<file path="src/rtl/csr_arbiter_pkg.sv">
// Shared definitions for the CSR arbiter: FSM state encoding, requester
// indices and the default lock timeout.
package csr_arbiter_pkg;

  typedef enum logic [1:0] {
    ST_FREE = 2'd0,
    ST_OWN0 = 2'd1,
    ST_OWN1 = 2'd2
  } arb_state_t;

  localparam logic REQ_M0 = 1'b0;
  localparam logic REQ_M1 = 1'b1;

  localparam int unsigned LOCK_TIMEOUT_DEF = 255;
  localparam int unsigned IDLE_W           = 8;

endpackage

</file>
<file path="src/rtl/csr_arbiter.sv">
// Two-requester arbiter (SPI slave m0, secondary bridge m1) in front of the
// shared cdbus CSR port, with lock ownership, idle-timeout release and read return.
module csr_arbiter
  import csr_arbiter_pkg::*;
#(
  parameter int unsigned ADDR_W       = 5,
  parameter int unsigned DATA_W       = 8,
  parameter int unsigned LOCK_TIMEOUT = LOCK_TIMEOUT_DEF
) (
  input  logic              clk,
  input  logic              reset_n,

  input  logic [ADDR_W-1:0] m0_address,
  input  logic              m0_read,
  input  logic              m0_write,
  input  logic [DATA_W-1:0] m0_writedata,
  input  logic              m0_lock,
  output logic              m0_waitrequest,
  output logic [DATA_W-1:0] m0_readdata,
  output logic              m0_readdatavalid,

  input  logic [ADDR_W-1:0] m1_address,
  input  logic              m1_read,
  input  logic              m1_write,
  input  logic [DATA_W-1:0] m1_writedata,
  input  logic              m1_lock,
  output logic              m1_waitrequest,
  output logic [DATA_W-1:0] m1_readdata,
  output logic              m1_readdatavalid,

  output logic [ADDR_W-1:0] csr_address,
  output logic              csr_read,
  output logic              csr_write,
  output logic [DATA_W-1:0] csr_writedata,
  input  logic [DATA_W-1:0] csr_readdata,

  output logic [1:0]        lock_owner
);

  localparam logic [IDLE_W-1:0] TIMEOUT_MAX  = IDLE_W'(LOCK_TIMEOUT);
  localparam logic [IDLE_W-1:0] TIMEOUT_LAST = TIMEOUT_MAX - 1'b1;

  arb_state_t        state_q, state_d;
  logic              rr_last_q;
  logic [IDLE_W-1:0] idle_q, idle_d;
  logic              rd_pend_q;
  logic              rd_owner_q;

  logic req0, req1;
  logic gnt0, gnt1;
  logic own_req, own_lock;

  assign req0 = m0_read | m0_write;
  assign req1 = m1_read | m1_write;

  always_comb begin
    gnt0     = 1'b0;
    gnt1     = 1'b0;
    own_req  = 1'b0;
    own_lock = 1'b0;
    state_d  = state_q;
    idle_d   = idle_q;
    unique case (state_q)
      ST_FREE: begin
        idle_d = '0;
        if (req0 && (!req1 || rr_last_q == REQ_M1)) gnt0 = 1'b1;
        else if (req1)                              gnt1 = 1'b1;
        if (gnt0 && m0_lock)      state_d = ST_OWN0;
        else if (gnt1 && m1_lock) state_d = ST_OWN1;
      end
      ST_OWN0, ST_OWN1: begin
        own_req  = (state_q == ST_OWN0) ? req0 : req1;
        own_lock = (state_q == ST_OWN0) ? m0_lock : m1_lock;
        gnt0     = (state_q == ST_OWN0) && req0;
        gnt1     = (state_q == ST_OWN1) && req1;
        // Dropping the lock releases even while the final access is granted.
        if (!own_lock) begin
          state_d = ST_FREE;
          idle_d  = '0;
        end else if (own_req) begin
          idle_d = '0;
        end else if (idle_q >= TIMEOUT_LAST) begin
          idle_d  = TIMEOUT_MAX;
          state_d = ST_FREE;
        end else begin
          idle_d = idle_q + 1'b1;
        end
      end
      default: state_d = ST_FREE;
    endcase
    if (!reset_n) begin
      gnt0 = 1'b0;
      gnt1 = 1'b0;
    end
  end

  // Shared port mirrors the granted requester; read wins over a simultaneous write.
  always_comb begin
    csr_address   = '0;
    csr_read      = 1'b0;
    csr_write     = 1'b0;
    csr_writedata = '0;
    if (gnt0) begin
      csr_address   = m0_address;
      csr_read      = m0_read;
      csr_write     = m0_write & ~m0_read;
      csr_writedata = m0_writedata;
    end else if (gnt1) begin
      csr_address   = m1_address;
      csr_read      = m1_read;
      csr_write     = m1_write & ~m1_read;
      csr_writedata = m1_writedata;
    end
  end

  assign m0_waitrequest = req0 & ~gnt0;
  assign m1_waitrequest = req1 & ~gnt1;

  always_ff @(posedge clk or negedge reset_n) begin
    if (!reset_n) begin
      state_q    <= ST_FREE;
      rr_last_q  <= REQ_M1;
      idle_q     <= '0;
      rd_pend_q  <= 1'b0;
      rd_owner_q <= REQ_M0;
    end else begin
      state_q <= state_d;
      idle_q  <= idle_d;
      if (gnt0)      rr_last_q <= REQ_M0;
      else if (gnt1) rr_last_q <= REQ_M1;
      rd_pend_q  <= csr_read;
      rd_owner_q <= gnt1 ? REQ_M1 : REQ_M0;
    end
  end

  assign m0_readdatavalid = rd_pend_q && (rd_owner_q == REQ_M0);
  assign m1_readdatavalid = rd_pend_q && (rd_owner_q == REQ_M1);
  assign m0_readdata      = m0_readdatavalid ? csr_readdata : '0;
  assign m1_readdata      = m1_readdatavalid ? csr_readdata : '0;

  assign lock_owner = state_q;

endmodule
</file>
<file path="config.mk">
export PLATFORM = sky130hd
export DESIGN_NAME = csr_arbiter
export DESIGN_NICKNAME = d
export VERILOG_FILES = /design/src/rtl/csr_arbiter_pkg.sv /design/src/rtl/csr_arbiter.sv
export SDC_FILE = /design/constraint.sdc
export NUM_CORES = 1
export LEC_CHECK = 0
export ABC_AREA = 1
export BUFFER_PORTS_ARGS = -buffer_cell sky130_fd_sc_hd__buf_2
export CAP_MARGIN = 20
export CORE_MARGIN = 2
export CORE_UTILIZATION = 40
export DETAILED_ROUTE_END_ITERATION = 8
export HOLD_SLACK_MARGIN = 0.12
export PLACE_DENSITY = 0.83
export SLEW_MARGIN = 5
export SYNTH_ARGS = -nofsm -noshare
export SYNTH_HDL_FRONTEND = slang
export SYNTH_SLANG_ARGS = --single-unit
export TNS_END_PERCENT = 5
</file>
<file path="constraint.sdc">
create_clock -name clk -period 1.5 [get_ports clk]
set_input_delay 0.15 -clock clk [delete_from_list [all_inputs] [get_ports clk]]
set_output_delay 0.15 -clock clk [all_outputs]
set_load 0.1 [all_outputs]
</file>
==> results of run 1 <==
synth_stat cells:
cell	number	area, sq um
o21ai_0	14	70.1
a21oi_2	1	8.76
nor2_1	30	113
nor2_4	2	22.5
o21ai_2	10	87.6
nand3_1	41	205
ha_1	6	75.1
nand2_1	43	161
dfrtp_1	12	300
buf_2	1	5.00
o21ai_1	2	10.0
nand3_4	2	35.0
nand4_1	1	6.26
dfstp_2	1	26.3
buf_6	4	45.0
nand2_2	2	12.5
inv_2	2	7.51
nand2_4	3	33.8
inv_1	30	113
nand3b_1	1	7.51
a21oi_4	1	16.3
worst reg2reg max path: stages, from the launching register on:
cell and delay (ns):
dfrtp_4 0.53, ha_2 0.23, buf_4 0.15, inv_1 0.09, nor2_1 0.05, nor2_1 0.13
nand2_1 0.10, nor2_4 0.19, nand2_1 0.09, o21ai_0 0.09
sequential cells by signal, indices dropped and copies added (netlist names):
signal and flops:
lock_owner 2, rr_last_q 1, rd_owner_q 1, rd_pend_q 1, idle_q 8
power by group through the flow:
stage / Combinational (mW) / Clock, mW / Sequential, mW
CTS: 5.12 / 0.219 / 0.516
floorplan: 3.13 / 0 / 0.717
global placement: 4.88 / 0 / 0.515
global route: 5.39 / 0.244 / 0.527
detailed placement: 5.05 / 0 / 0.523
finish: 5.21 / 0.222 / 0.521
per-stage QoR:
| step | cell area [sq um] | hold WS [ns] | TNS, ns | std cells |
|---|---|---|---|---|
| after floorplan | 1640 | -0.146 | -20.12 | 209 |
| after global placement | 2820 | 0.161 | -3.95 | 358 |
| after detailed placement | 2820 | 0.162 | -6.16 | 358 |
| after CTS | 2890 | 0.316 | -13.10 | 363 |
| after global routing | 2950 | 0.334 | -16.08 | 365 |
| final | 2950 | 0.305 | -13.48 | 365 |
logic make-up (layout without fill, tap and decap cells):
| group | count (synthesis) | after routing |
|---|---|---|
| buffers and inverters | 37 | 147 |
| AND/OR/NAND/NOR | 125 | 125 |
| AO/OA/AOI/OAI | 28 | 28 |
| flip-flops | 13 | 13 |
| adder cells (fa/ha/maj) | 6 | 6 |
cell type report:
| type | count | area [sq um] | share of cell area |
|---|---|---|---|
| clock buffers | 4 | 26.3 | 0.00891 |
| inverters | 32 | 129 | 0.0437 |
| multi-input cells | 159 | 1180 | 0.400 |
| flip-flops and latches | 13 | 334 | 0.113 |
| well taps | 46 | 57.6 | 0.0195 |
| repair buffers | 111 | 1220 | 0.415 |
path summary, 6_finish.rpt:
| path | from | to | slack (ns) | cells past startpoint |
|---|---|---|---|---|
| worst max register to register | lock_owner[0] | idle_q[7] | -0.24 | 9 |
| worst min register to register | idle_q[6] | idle_q[6] | 0.54 | 2 |
| worst max-delay path | lock_owner[0] | csr_writedata[6] | -0.62 | 7 |
| max in group asynchronous | reset_n | rr_last_q | 0.87 | 3 |
| min in group asynchronous | reset_n | lock_owner[0] | 0.40 | 3 |
| worst min-delay path | m0_lock | lock_owner[0] | 0.30 | 5 |
per-layer routing:
layer  part of all wire  vias to the layer above  global-route usage  wire length, um
met1               0.34                      879               0.284             2150
li1                   -                      896                   -                -
met4              0.054                        0               0.153              344
met3              0.068                       39              0.0652              435
met5                  0                        -                   0                0
met2               0.54                      108               0.605             3450
placed cells by master (no fill, tap or decap), types with 2 or more instances in the layout:
| cell | count |
|---|---|
| o21ai_4 | 15 |
| nand2_2 | 3 |
| o21ai_0 | 10 |
| nor2_1 | 17 |
| buf_2 | 44 |
| inv_4 | 2 |
| nand3_4 | 2 |
| buf_4 | 26 |
| ha_4 | 2 |
| nand3_2 | 8 |
| ha_1 | 3 |
| nor2_4 | 14 |
| nand3_1 | 33 |
| inv_1 | 27 |
| buf_12 | 38 |
| dfrtp_4 | 2 |
| inv_2 | 2 |
| nand2_8 | 2 |
| clkbuf_4 | 3 |
| dfrtp_1 | 10 |
| nand2_1 | 42 |
repair_timing:
action / CTS / global route
hold endpoints to repair: 13 / 0
gates resized for setup: 8 / 6
endpoints found under the setup margin: 39 / 45
pin swaps: 11 / 3
setup buffers: 0 / 1
cloned: 0 / 1
hold buffers: 1 / 0
==> impl_metrics.tcl, run 1 <==
set metrics [dict create \
    drv_cap 0 \
    ir_drop_mv 1.80 \
    p_leak_nw 1.39 \
    cts_tree "yes" \
    synth_compound_area_frac 0.142 \
    synth_seq_cells 13 \
    status "finished with violations" \
    rsz0062_at_grt "yes" \
    powerDensity_mw_per_mm2 2020 \
    ctsLongestPathBuffers 2 \
    clk_pin_slew_ns 0.09 \
    vias 1922 \
    dp_hpwl_um 4850 \
    post-place-ws_ns -0.331 \
    insertedDiodeCount 0 \
    cts_buffers 3 \
    crit_family "flip-flops" \
    drtIter0Drc 150 \
    yosys_warnings 0 \
    critical_path.endpoint_type "output port" \
    crit_path_cell_trace "inv_4 -> ha_4 -> nand3_4 -> buf_12 -> nand3_1 -> o21ai_4 -> buf_12" \
    wl_per_cell_um 17.5 \
    drc 0 \
    hold_viol 0 \
    grt_max_degree 16 \
    syn_nets 257 \
    synth_xor_area_frac 0 \
    grt.total_usage 0.302 \
    crit_path_top_delay_cell "dfrtp_4" \
    cts_root_buffer "clkbuf_4" \
    crit_fanout 10 \
    grt_pass1_vias 2001 \
    violations "setup timing" \
    cts.sinks 13 \
    syn_area_sq_mm 0.00136 \
    drive_gt1_frac 0.542 \
    crit_top_cell "buf_12" \
    p_comb_frac 0.875 \
    overflow 0 \
    synth_simple_gate_area_frac 0.438 \
    power.net_switching_mw 3.59 \
    synth.distinct_cells 21 \
    start_util 0.411 \
    max_freq_mhz 471 \
    port_buffers 78 \
    worst-setup-path-type "reg -> out" \
    setup_violations 37 \
    dr.pass1.iters 4 \
    synthAdderAreaFrac 0.0551 \
    p_total_mw 5.95 \
    clock_latency_ns 0.28 \
    critPathArrivalTime_ns 1.97 \
    start_kind "flip-flop" \
    final_min_period_over_clock_period 1.42 \
    internal_power_mw 2.37 \
    critPathRequiredTime_ns 1.35 \
    cp_num_buf_inv 3 \
    drt_wl_total_um 6380 \
    fin_nets 368 \
    area_growth_pct 117 \
    slew_viol_final 0 \
    h-tree-depth 1 \
    avgSynthCellArea_sq_um 6.51 \
    via_per_inst 5.27 \
    antenna_found_initial 0 \
    finalWorstSetupSlack_ns -0.623 \
    chipHeight_um 62.3 \
    slew_headroom 0.547 \
    max_stage_delay_ns 0.53 \
    clkPwrFrac 0.037 \
    utilization 0.891 \
    ios 79 \
    ys_seq_area_frac 0.240 \
    die_w_um 62.3 \
    die_area_sq_mm 0.00389 \
    n_fill_cell 155 \
    skew_ns 0.0131 \
    synth_top_family_by_area "simple AND/OR/NAND/NOR gates" \
    p_seq_frac 0.087 \
    tightestPinTransition_ns 0.679 \
    grt_pass1_wl_um 9340 \
    switching_share 0.602 \
    num_rows 21 \
    ant_nets 0 \
    fp.coreArea_sq_mm 0.00331 \
    muxShareOfSynthArea 0 \
    hold_path.class "in -> reg" \
    syn_inst 209 \
    fin_crit_ns 2.12 \
    gp_congestion 0.861 \
]
No activity file was read; power rests on OpenSTA's default activity.
==> run 2, diff against run 1 <==
PLACE_DENSITY = 0.8   (was 0.83)
clock period = 2.75 ns   (was 1.5 ns; I/O delays follow)
==> run 2 against run 1 <==
Against the previous run: the run now ends clean; wire length down 45%; core utilization down 33 points; clock skew down 0.0063 ns; sequential power down 50%; non-clock buffer count down 32; critical path depth unchanged; final area down 37%; first-iteration DRC count down 55%; hold slack better by 0.00091 ns; critical endpoint is now csr_read; largest cell class is now multi-input gates; largest power group unchanged; highest routed layer unchanged.
==> impl_metrics.tcl, run 2 (synthesis gave the netlist of run 1 again) <==
set metrics [dict create \
    top_register "idle_q" \
    slew_viol_final 0 \
    cts_tree "yes" \
    power.net_switching_mw 1.58 \
    placed_cells 328 \
    ios 79 \
    grt.met1_usage 0.223 \
    final_min_period_over_clock_period 0.936 \
    grt_pass1_vias 1315 \
    p_total_mw 2.18 \
    drtIter0Drc 67 \
    crit_fanout 15 \
    status "complete, no violations" \
    fin_cells 333 \
    worst-setup-path-type "reg -> out" \
    die_w_um 62.3 \
    cts_buffers 3 \
    vias 1607 \
    dr.pass1.iters 4 \
    hp-start "m0_read" \
    ctsLongestPathBuffers 2 \
    clock_latency_ns 0.29 \
    skew_ns 0.00674 \
    overflow 0 \
    r2r_start "lock_owner[0]" \
    fin_area_sq_mm 0.00185 \
    start_kind "flip-flop" \
    powerDensity_mw_per_mm2 1180 \
    p_seq_frac 0.120 \
    grt_max_degree 18 \
    fin_crit_ns 2.57 \
    switching_share 0.726 \
    rsz0062_at_grt "no" \
    cts_root_buffer "clkbuf_4" \
    via_per_inst 4.83 \
    fp.coreArea_sq_mm 0.00331 \
    utilization 0.559 \
    use_met2 0.287 \
    worst_r2r_path_depth 8 \
    gp_congestion 0.830 \
    die_area_sq_mm 0.00389 \
    holdPathStages 3 \
    ir_drop_mv 0.866 \
    dp_hpwl_um 2710 \
    clk_pin_slew_ns 0.10 \
    p_leak_nw 1.08 \
    grt_busiest_layer "met2" \
    post-place-ws_ns 0.514 \
    slew_headroom 0.673 \
    finalWorstSetupSlack_ns 0.176 \
    worstReg2RegEnd "idle_q[5]" \
    critPathArrivalTime_ns 2.30 \
    grt_pass1_wl_um 5600 \
    start_util 0.411 \
    critical_path.endpoint_type "output port" \
    critPathRequiredTime_ns 2.48 \
    wl_per_cell_um 10.5 \
    hold_path.class "in -> reg" \
    max_freq_mhz 389 \
    setup_violations 0 \
    hold_viol 0 \
    largest_register_ffs 8 \
    drive_gt1_frac 0.429 \
    drv_cap 0 \
    tightestPinTransition_ns 0.494 \
    internal_power_mw 0.598 \
    fin_nets 336 \
    area_growth_pct 35.8 \
    num_rows 21 \
    grt.met3_usage 0.0290 \
    p_comb_frac 0.820 \
    final_cell_mix "buf_2 (77), nand2_1 (43), nand3_1 (41), inv_1 (30), nor2_1 (19)" \
    insertedDiodeCount 0 \
    multi_input_area_sq_um 915 \
    antenna_found_initial 0 \
    cts.sinks 13 \
    drc 0 \
    ant_nets 0 \
    n_fill_cell 315 \
    port_buffers 78 \
    grt.total_usage 0.169 \
    seq_area_sq_um 327 \
    rrSetupSlack_ns 1.08 \
    post-cts-setup-buffer-count 0 \
    layout_commonest_cell "buf_2" \
    place_area_sq_mm 0.00181 \
    clkPwrFrac 0.060 \
    h-tree-depth 1 \
    holdPathEnd "rd_pend_q" \
    drt_wl_total_um 3480 \
    chipHeight_um 62.3 \
]
[run 2: cell count changes in the layout (fill, tap and decap cells not counted), moves of 8 or more]
cell     delta
buf_2      +33
o21ai_4    -15
buf_4      -26
nand3_1     +8
nand3_2     -8
nor2_4     -12
buf_12     -38
nor2_2     +10
o21ai_2    +15
[run 2: power by group through the flow]
stage | Sequential [mW] | Clock (mW) | Combinational (mW)
detailed placement | 0.266 | 0 | 1.79
finish | 0.263 | 0.130 | 1.79
global placement | 0.263 | 0 | 1.78
CTS | 0.264 | 0.133 | 1.79
global route | 0.269 | 0.139 | 1.88
floorplan | 0.366 | 0 | 1.49
[run 2: area by class of cell]
cell class	instances	area share
repair buffers	79	0.218
clock buffers	3	0.0122
well taps	46	0.0311
inverters	32	0.0650
multi-input cells	159	0.495
flip-flops and latches	13	0.177
clock inverters	1	0.00271
[run 2: repair_timing]
item | CTS | global route
hold endpoints to repair | 12 | 0
hold buffers | 1 | 0
gates resized for setup | 0 | 1
setup endpoints to repair | 0 | 1
[run 2: critical path, cell delays in order (launching register included)]
cell,delay [ns]
dfrtp_1,0.44
ha_1,0.30
inv_2,0.15
nand2_4,0.07
inv_1,0.35
nand3_1,0.15
o21ai_2,0.09
buf_2,0.45
[run 2: per-layer routing]
layer	part of all wire	up-vias
li1	-	825
met1	0.44	711
met2	0.47	68
met3	0.080	3
met4	0.0066	0
met5	0	-
[run 2: how the worst max path moves through the flow]
stage | from | endpoint | slack (ns) | cells past startpoint
4_1_cts | lock_owner[0] | csr_read | 0.17 | 7
5_1_grt | lock_owner[0] | csr_read | 0.02 | 7
2_1_floorplan | lock_owner[0] | csr_address[0] | -0.23 | 6
6_report | lock_owner[0] | csr_read | 0.18 | 7
3_5_place_dp | lock_owner[0] | csr_read | 0.51 | 7
3_3_place_gp | lock_owner[0] | csr_read | 0.58 | 7
[run 2: metrics by stage]
step | hold slack [ns] | setup TNS [ns]
floorplan | -0.0206 | -3.24
global placement | 0.196 | 0
detailed placement | 0.199 | 0
CTS | 0.303 | 0
global route | 0.312 | 0
finish | 0.306 | 0
==> run 3, diff against run 2 <==
clock period = 3.1 ns   (was 2.75 ns; I/O delays follow)
==> run 3 against run 2 <==
Against the previous run: combinational power shrank 12%; total power shrank 12%; global-route usage grew 2.0 points; hold slack gained 0.027 ns; sequential power shrank 12%; clock power shrank 12%; largest power group unchanged.
==> impl_metrics.tcl, run 3 (synthesis gave the netlist of run 1 again) <==
set metrics [dict create \
    status "complete, no violations" \
    powerDensity_mw_per_mm2 1050 \
    antenna_found_initial 0 \
    final_cell_mix "buf_2 (78), nand2_1 (43), nand3_1 (41), inv_1 (30), nor2_1 (22)" \
    ant_nets 0 \
    place_area_sq_mm 0.00178 \
    hold_viol 0 \
    critPathRequiredTime_ns 2.79 \
    h-tree-depth 1 \
    worst-setup-path-type "in -> out" \
    drv_cap 0 \
    chipHeight_um 62.3 \
    drtIter0Drc 89 \
    multi_input_area_sq_um 888 \
    via_per_inst 4.79 \
    final_min_period_over_clock_period 0.845 \
    grt.total_usage 0.189 \
    fin_crit_ns 2.62 \
    die_w_um 62.3 \
    largest_register_ffs 8 \
    top_register "idle_q" \
    max_freq_mhz 382 \
    critPathArrivalTime_ns 2.31 \
    area_growth_pct 33.7 \
    fp.coreArea_sq_mm 0.00331 \
    setup_violations 0 \
    insertedDiodeCount 0 \
    drt_wl_total_um 3670 \
    utilization 0.550 \
    port_buffers 78 \
    ctsLongestPathBuffers 2 \
    slew_headroom 0.674 \
    drc 0 \
    p_leak_nw 1.07 \
    p_total_mw 1.91 \
    die_area_sq_mm 0.00389 \
    clock_latency_ns 0.30 \
    clk_pin_slew_ns 0.09 \
    dp_hpwl_um 2930 \
    grt_pass1_wl_um 6180 \
    start_util 0.411 \
    gp_congestion 0.855 \
    n_fill_cell 328 \
    fin_nets 336 \
    tightestPinTransition_ns 0.492 \
    overflow 0 \
    cts_buffers 3 \
    grt_max_degree 18 \
    hold_path.class "in -> reg" \
    ios 79 \
    drive_gt1_frac 0.401 \
    dr.pass1.iters 4 \
    grt_pass1_vias 1436 \
    slew_viol_final 0 \
    crit_fanout 15 \
    skew_ns 0.00951 \
    wl_per_cell_um 11.0 \
    start_kind "input port" \
    cts.sinks 13 \
    fin_area_sq_mm 0.00182 \
    post-cts-setup-buffer-count 0 \
    finalHoldWorstSlack_ns 0.333 \
    num_rows 21 \
    cts_root_buffer "clkbuf_4" \
    seq_area_sq_um 327 \
    vias 1596 \
    layout_commonest_cell "buf_2" \
    critical_path.endpoint_type "output port" \
    cts_tree "yes" \
    rsz0062_at_grt "no" \
    ir_drop_mv 0.773 \
]
-- run 3: changes by cell type in the layout (fill, tap and decap cells not counted), sizes merged --
cell,change
buf,+1
clkbuf,-1
-- run 3: area by class of cell --
| type | instances | share of cell area |
|---|---|---|
| clock buffer | 3 | 0.0124 |
| sequential | 13 | 0.179 |
| clock inverter | 1 | 0.00275 |
| multi-input combinational | 159 | 0.488 |
| inverter | 32 | 0.0660 |
| tap | 46 | 0.0316 |
| timing repair buffer | 79 | 0.220 |
-- run 3: per-layer routing --
metal	GRT usage	wire length, um	vias up
met2	0.341	1860	58
li1	-	-	828
met5	0	0	-
met3	0.0362	236	5
met4	0.0556	46	0
met1	0.227	1520	705
-- run 3: timing repair --
item / in CTS / in global routing
hold endpoints to repair: 12 / 0
gates resized for setup: 0 / 0
hold buffers: 1 / 0
-- run 3: path summary, 6_finish.rpt --
check	start	end	slack, ns	cells after the start
setup reg to reg	lock_owner[0]	idle_q[5]	1.44	8
hold reg to reg	rr_last_q	rr_last_q	0.53	2
min in group asynchronous	reset_n	lock_owner[1]	0.44	2
setup / recovery	reset_n	csr_read	0.48	7
hold / removal	m0_read	rd_pend_q	0.33	3
max in group asynchronous	reset_n	rr_last_q	2.36	2
-- run 3: metrics by stage --
step | std cells | setup TNS (ns) | worst slack (ns)
after global placement | 328 | 0 | 0.882
after floorplan | 209 | -4.89 | -0.326
after CTS | 333 | 0 | 0.477
final | 333 | 0 | 0.481
after global routing | 333 | 0 | 0.335
after detailed placement | 328 | 0 | 0.823
-- run 3: critical path, stage by stage --
cell and delay (ns):
dlygate4sd3_1 0.52, buf_2 0.32, nand2_4 0.10, inv_1 0.35
nand3_1 0.13, o21ai_1 0.11, buf_2 0.45
-- run 3: power breakdown --
group	switching, mW	leakage (nW)	internal [mW]
registers	0.0259	0.175	0.206
logic	1.30	0.877	0.267
clock network	0.0659	0.0177	0.0481
